<file path="src/rtl/pc_next_unit.sv">
// pc_next_unit: the program-counter register and its next-PC selection, at the head of fetch.
// The next PC comes from one of four sources in priority order:
// jump-register, jump, taken branch, then sequential.
// A circular return-address stack predicts the target of each return.
// A stall freezes all state.
module pc_next_unit #(
    parameter int             N        = 32,
    parameter logic [N-1:0]   RESET_PC = '0,
    parameter int             INC      = 4,
    parameter int             DEPTH    = 4
) (
    input  logic                     clk,
    input  logic                     rst_n,
    input  logic                     stall,
    input  logic                     branch_taken,
    input  logic [N-1:0]             branch_target,
    input  logic                     jump,
    input  logic [N-1:0]             jump_target,
    input  logic                     jr,
    input  logic [N-1:0]             jr_target,
    input  logic                     link,
    input  logic                     ret,
    output logic [N-1:0]             pc,
    output logic [N-1:0]             pc_plus_inc,
    output logic [N-1:0]             ras_top,
    output logic [$clog2(DEPTH):0]   ras_count,
    output logic                     ras_overflow,
    output logic                     ret_mispredict
);

    localparam int PW = $clog2(DEPTH);
    localparam int CW = PW + 1;

    logic [N-1:0]  ras_mem [DEPTH];
    logic [PW-1:0] ptr;
    logic [PW-1:0] ptr_dec;
    logic [PW-1:0] wr_idx;
    logic          ras_empty;
    logic          ras_full;
    logic          ret_valid;
    logic          do_pop;
    logic          do_push;
    logic          mispredict_next;
    logic [N-1:0]  pc_next;

    // Decode the RAS occupancy and pick the next pc by priority.
    // A simultaneous pop and push rewrites the current top slot in place.
    always_comb begin
        ptr_dec         = ptr - PW'(1);
        ras_empty       = (ras_count == '0);
        ras_full        = (ras_count == CW'(DEPTH));
        ras_top         = ras_empty ? '0 : ras_mem[ptr_dec];
        pc_plus_inc     = pc + N'(INC);
        ret_valid       = jr && ret;
        do_pop          = ret_valid && !ras_empty;
        do_push         = link;
        wr_idx          = do_pop ? ptr_dec : ptr;
        mispredict_next = ret_valid && (ras_empty || (ras_top != jr_target));
        pc_next         = pc_plus_inc;
        if (jr) begin
            pc_next = do_pop ? ras_top : jr_target;
        end else if (jump) begin
            pc_next = jump_target;
        end else if (branch_taken) begin
            pc_next = branch_target;
        end
    end

    // Program-counter register: reset wins, and a stall holds the pc.
    always_ff @(posedge clk) begin
        if (!rst_n) begin
            pc <= RESET_PC;
        end else if (!stall) begin
            pc <= pc_next;
        end
    end

    // RAS pointer, occupancy and sticky overflow.
    // A pop combined with a push leaves both unchanged.
    always_ff @(posedge clk) begin
        if (!rst_n) begin
            ptr          <= '0;
            ras_count    <= '0;
            ras_overflow <= 1'b0;
        end else if (!stall) begin
            if (do_pop && do_push) begin
                ptr       <= ptr;
                ras_count <= ras_count;
            end else if (do_pop) begin
                ptr       <= ptr_dec;
                ras_count <= ras_count - CW'(1);
            end else if (do_push) begin
                ptr <= ptr + PW'(1);
                if (ras_full) begin
                    ras_overflow <= 1'b1;
                end else begin
                    ras_count <= ras_count + CW'(1);
                end
            end
        end
    end

    // RAS storage: not reset, because occupancy alone decides validity.
    always_ff @(posedge clk) begin
        if (rst_n && !stall && do_push) begin
            ras_mem[wr_idx] <= pc_plus_inc;
        end
    end

    // One-cycle pulse when a return's predicted target disagrees with the architectural one.
    always_ff @(posedge clk) begin
        if (!rst_n) begin
            ret_mispredict <= 1'b0;
        end else if (stall) begin
            ret_mispredict <= 1'b0;
        end else begin
            ret_mispredict <= mispredict_next;
        end
    end

endmodule
</file>
<file path="config.mk">
export PLATFORM = sky130hd
export DESIGN_NAME = pc_next_unit
export DESIGN_NICKNAME = d
export VERILOG_FILES = /design/src/rtl/pc_next_unit.sv
export SDC_FILE = /design/constraint.sdc
export NUM_CORES = 1
export LEC_CHECK = 0
export BUFFER_PORTS_ARGS = -buffer_cell sky130_fd_sc_hd__buf_2
export CORE_MARGIN = 1.5
export CORE_UTILIZATION = 42
export DETAILED_ROUTE_END_ITERATION = 12
export PLACE_DENSITY = 0.67
export SYNTH_ARGS = -nofsm -noshare
export SYNTH_HDL_FRONTEND = slang
export SYNTH_SLANG_ARGS = --single-unit
</file>
<file path="constraint.sdc">
create_clock -name clk -period 4.6 [get_ports clk]
set_input_delay 0 -clock clk [delete_from_list [all_inputs] [get_ports clk]]
set_output_delay 0 -clock clk [all_outputs]
set_load 0.05 [all_outputs]
</file>
# ---- Word level (Yosys, flattened, before mapping)
# Memories as Yosys holds them, arrays and structs flattened.
# Index checks and enable logic that the tools add are counted.
dict set report classes {
  add_sub_neg 5
  mul 0
  div_mod_pow 0
  order_cmp 0
  n_eq_ne 3
  shift 0
  n_mux 13
  bitwise 4
  reduce_logical 15
}
# operator n
set ops {}
lappend ops {{$mux 32} 5}
lappend ops {{$add 32x3->32 const B} 1}
lappend ops {{$ne 32x32->1} 1}
lappend ops {{$mux 3} 3}
lappend ops {{$logic_and 1x1->1} 6}
lappend ops {{$mux 2} 3}
lappend ops {{$reduce_and 5->1} 1}
lappend ops {{$not 1->1} 4}
lappend ops {{$reduce_and 4->1} 1}
lappend ops {{$add 3x1->3 const B} 1}
lappend ops {{$eq 3x3->1 const B} 1}
lappend ops {{$logic_not 3->1} 1}
lappend ops {{$reduce_and 3->1} 1}
lappend ops {{$sub 3x1->3 const B} 1}
lappend ops {{$add 2x1->2 const B} 1}
lappend ops {{$logic_not 1->1} 2}
lappend ops {{$mux 1} 2}
lappend ops {{$ne 2x1->1 const B} 1}
lappend ops {{$reduce_bool 2->1} 1}
lappend ops {{$reduce_or 2->1} 1}
lappend ops {{$sub 2x1->2 const B} 1}
lappend ops {{$logic_or 1x1->1} 1}
dict set report word_totals {
  register_bits 39
  latch_bits 0
  ramBits 128
  romBits 0
  input_bits 104
  out_inout_bits 101
  wordCells 46
  memories 1
}
# memory words word_bits read_ports rd_clocked_by_memory_dff write_ports line_no
set memory_table {}
lappend memory_table {ras_mem 4 32 1 0 1 34} ;# logic [N-1:0] ras_mem [DEPTH];

# ---- Logic depth before layout (Yosys ltp)
dict set report depth {
  depth_word 6
  mapped_depth 10
  mapped_depth_nobuf 7
}

# ---- Worst setup path before layout
# No wires, ideal clock.
dict set report synth_timing {
  kind {register to register}
  start {reg ras_count[2]}
  end {mem ras_mem[0][0] (enable)}
  setup_time_ps 461
  t_arrival_ps 4252
  required_time_ps 4139
  slack_ps -113
  stages_incl_launch_ff 6
  n_path_buf 2
  period_less_slack_ps 4713
  path_cell_list {dfxtp_1 o311ai_4 buf_2 buf_1 ha_1 nor3_1}
}
dict set report synth_between {
  elab_chain_len 4
}
# item line_no
set synth_rtl {}
lappend synth_rtl {{start, declared} 26} ;# output logic [$clog2(DEPTH):0] ras_count,
lappend synth_rtl {{start signal, assigned} 88} ;# ras_count <= ras_count;
lappend synth_rtl {{start signal, assigned} 91} ;# ras_count <= ras_count - CW'(1);
lappend synth_rtl {{start signal, assigned} 97} ;# ras_count <= ras_count + CW'(1);
lappend synth_rtl {{$logic_not 3->1} 50} ;# ras_empty = (ras_count == '0);
lappend synth_rtl {{$logic_not 1->1} 55} ;# do_pop = ret_valid && !ras_empty;
lappend synth_rtl {{$logic_and 1x1->1} 55}
lappend synth_rtl {{$mux 2} 57} ;# wr_idx = do_pop ? ptr_dec : ptr;
lappend synth_rtl {{end, declared} 34}
# Every way passes these cells.

# ---- Worst setup path in the final report
dict set report layout_timing {
  start {reg pc[10]}
  end {reg pc[30]}
}
dict set report layout_between {
  elab_chain_len 4
}
# item line_no
set layout_rtl {}
lappend layout_rtl {{start, declared} 23} ;# output logic [N-1:0] pc,
lappend layout_rtl {{start signal, assigned} 74} ;# pc <= pc_next;
lappend layout_rtl {{$add 32x3->32} 53} ;# pc_plus_inc = pc + N'(INC);
lappend layout_rtl {{$mux 32} 64} ;# end else if (branch_taken) begin
lappend layout_rtl {{$mux 32} 62} ;# end else if (jump) begin
lappend layout_rtl {{$mux 32} 60} ;# if (jr) begin
# Every way passes these cells.
# A chain may end at the register's enable or synchronous reset.

==> flow_summary.json <==
{
  "status": "complete, no violations",
  "initial_utilization": 0.431,
  "final.period_utilization": 0.750,
  "synth-edff-count": 128,
  "finClkSkew_ns": 0.0158,
  "grt_pass1_wl_mm": 46.3,
  "syn-num-nets": 915,
  "fin_setup_tns_ns": 0,
  "grt_pass1_vias": 7721,
  "dp_hpwl_mm": 22.5,
  "slew_headroom": 0.337,
  "first_pass_iters": 6,
  "yosysUniqueCellTypes": 74,
  "hp-class": "input port to flip-flop",
  "cap_violations": 0,
  "htreeDepth": 4,
  "cts_resized": 0,
  "syn2layout_area_growth_pct": 24.5,
  "multiInputGateArea_um2": 4130,
  "dieWidth_um": 150,
  "rows": 53,
  "grt_antenna_before_repair": 2,
  "io_buffers": 204,
  "drc": 0,
  "start_kind": "flip-flop",
  "maxSlewViolCount": 0,
  "syn_area_um2": 9120,
  "nets": 1138,
  "avgViaCountPerCell": 6.06,
  "synth-seq-area-share": 0.507,
  "core-area_um2": 21200,
  "worstPathArrival_ns": 3.82,
  "rsz0062_at_grt": "false",
  "synth_area_per_cell_um2": 11.3,
  "drive_above_1_share": 0.290,
  "ys_ff_latch": 167,
  "ant_nets": 0,
  "vias": 7995,
  "die_y_um": 150,
  "worstSetupPathType": "flip-flop to flip-flop",
  "synthArstFlopShare": 0,
  "clk_pin_slew_worst_paths_ns": 0.07,
  "postSynthCellCount": 807,
  "worstPathMaxFanout": 16,
  "ios": 205,
  "peakVddDrop_v": 0.000234,
  "crit_required_ns": 4.97,
  "setup_viol_count_final": 0,
  "postLayoutCoreUtil": 0.536,
  "end_kind": "flip-flop",
  "drt_iter0_drc": 913,
  "grtUsageTotal": 0.285,
  "leakage_nw": 4.41,
  "clock-sinks": 167,
  "final_cell_mix": "buf_2 (204), edfxtp_1 (128), nand2_1 (57)",
  "ys_warn_count": 0,
  "cts_root_buffer": "clkbuf_16",
  "die_area_um2": 22600,
  "fmax_mhz": 290,
  "clock_latency_ns": 0.44,
  "fill_cells": 1838,
  "place_congestion": 0.877,
  "worst_pin_slew_ns": 0.994,
  "cts_tree": "yes",
  "min_period_ns": 3.45,
  "clockBufferDepth": 2,
  "ys.flop_type": "edfxtp_1",
  "final_common_cell": "buf_2",
  "grt_max_degree": 51,
  "cts_buffers": 17,
  "grt-ovfl-total": 0,
  "cellPowerDensity_nw_per_um2": 357,
  "seqCellArea_um2": 4630,
  "hold_viol": 0,
  "wl_mm": 31.5,
  "wl_per_cell_um": 23.9
}
==> metal layers <==
layer  vias up  GRT usage  wire [µm]
met4         2      0.125       1170
met1      3839      0.378      12200
met2       520      0.437      14400
met3        82     0.0764       3670
met5         -          0         13
li1       3552          -          -
==> critical path, cell delays in order, from the launching register on <==
cell and delay [ns]:
dfxtp_1 0.43, and4_1 0.35, nand4_1 0.65, nor4_1 0.55, xor2_1 0.49, o211ai_1 0.15
a31oi_1 0.19, dlygate4sd3_1 0.57
==> cell families (layout without fill, tap and decap cells) <==
family | Yosys count | in the layout | synth area share
AO/OA/AOI/OAI | 200 | 200 | 0.145
adder cells (fa/ha/maj) | 4 | 4 | 0.00631
buffers and inverters | 83 | 319 | 0.0414
XOR/XNOR | 47 | 47 | 0.0452
flip-flops | 167 | 167 | 0.507
other | 0 | 1 | 0
multiplexers | 64 | 64 | 0.117
AND/OR/NAND/NOR | 242 | 242 | 0.138
==> final timing paths <==
check / from / end / slack (ns) / depth (start not counted)
max reg2reg: pc[10] / pc[30] / 1.15 / 7
min reg2reg: ras_overflow / ras_overflow / 0.48 / 2
max: pc[10] / pc[30] / 1.15 / 7
min: jr_target[22] / pc[22] / 0.03 / 5
==> stage by stage <==
stage / hold slack [ns] / power, mW / instance area [µm²] / worst slack, ns / instances
2_1_floorplan: 0.128 / 2.35 / 9120 / -0.113 / 807
3_3_place_gp: 0.282 / 2.62 / 10400 / 1.74 / 1250
3_5_place_dp: 0.284 / 2.63 / 10400 / 1.61 / 1250
4_1_cts: 0.00339 / 4.05 / 11300 / 1.26 / 1318
5_1_grt: 0.0417 / 4.17 / 11300 / 0.941 / 1319
6_report: 0.0253 / 4.05 / 11300 / 1.15 / 1319
==> power by group <==
group / switching (mW) / internal [mW]
logic: 0.621 / 0.277
clock network: 0.579 / 0.833
registers: 0.0562 / 1.68
total: 1.26 / 2.79
==> flip-flops by register name (all words and copies together), names as in the netlist <==
name and count:
pc 32, ras_count 3, ras_overflow 1, ras_mem 128, ptr 2, ret_mispredict 1
==> timing repair <==
item / 4_1_cts / 5_1_grt
hold buffers: 36 / 0
setup buffers: 0 / 0
endpoints found under the hold margin: 22 / 0
endpoints found under the setup margin: 0 / 0
==> layout make-up <==
cell class                      count  area share
Sequential cell                   167       0.408
Multi-Input combinational cell    557       0.364
Timing Repair Buffer              260       0.137
Clock buffer                       26      0.0458
Tap cell                          275      0.0303
Inverter                           27     0.00893
Clock inverter                      6     0.00562
Antenna cell                        1    0.000221
==> synth_stat cells, types with 4 or more instances <==
| cell | n | share of area |
|---|---|---|
| a221o_1 | 4 | 0.0044 |
| nor2_1 | 44 | 0.018 |
| clkbuf_1 | 34 | 0.014 |
| nand2_1 | 57 | 0.023 |
| a221oi_1 | 5 | 0.0048 |
| o211ai_1 | 10 | 0.0082 |
| dfxtp_1 | 39 | 0.086 |
| mux4_2 | 20 | 0.049 |
| mux2_2 | 12 | 0.015 |
| nor3_1 | 13 | 0.0071 |
| and2_1 | 24 | 0.016 |
| buf_2 | 5 | 0.0027 |
| nand2b_1 | 12 | 0.0082 |
| mux2i_1 | 22 | 0.024 |
| o221ai_1 | 4 | 0.0038 |
| edfxtp_1 | 128 | 0.42 |
| a211oi_1 | 5 | 0.0041 |
| and3_1 | 11 | 0.0075 |
| inv_1 | 25 | 0.010 |
| xor2_1 | 20 | 0.019 |
| a31oi_1 | 18 | 0.012 |
| nor4_1 | 13 | 0.0089 |
| mux4_1 | 10 | 0.029 |
| a22oi_1 | 5 | 0.0041 |
| nand4_1 | 10 | 0.0069 |
| nor2b_1 | 4 | 0.0027 |
| o21ai_0 | 54 | 0.030 |
| a21oi_1 | 41 | 0.023 |
| xnor2_1 | 27 | 0.026 |
| buf_6 | 4 | 0.0049 |
| o22ai_1 | 10 | 0.0069 |
| buf_1 | 7 | 0.0029 |
| nand3_1 | 29 | 0.016 |
| o21a_1 | 10 | 0.0082 |
| a311oi_1 | 4 | 0.0038 |
| and4_1 | 4 | 0.0038 |
Power figures use the tool's default switching activity.
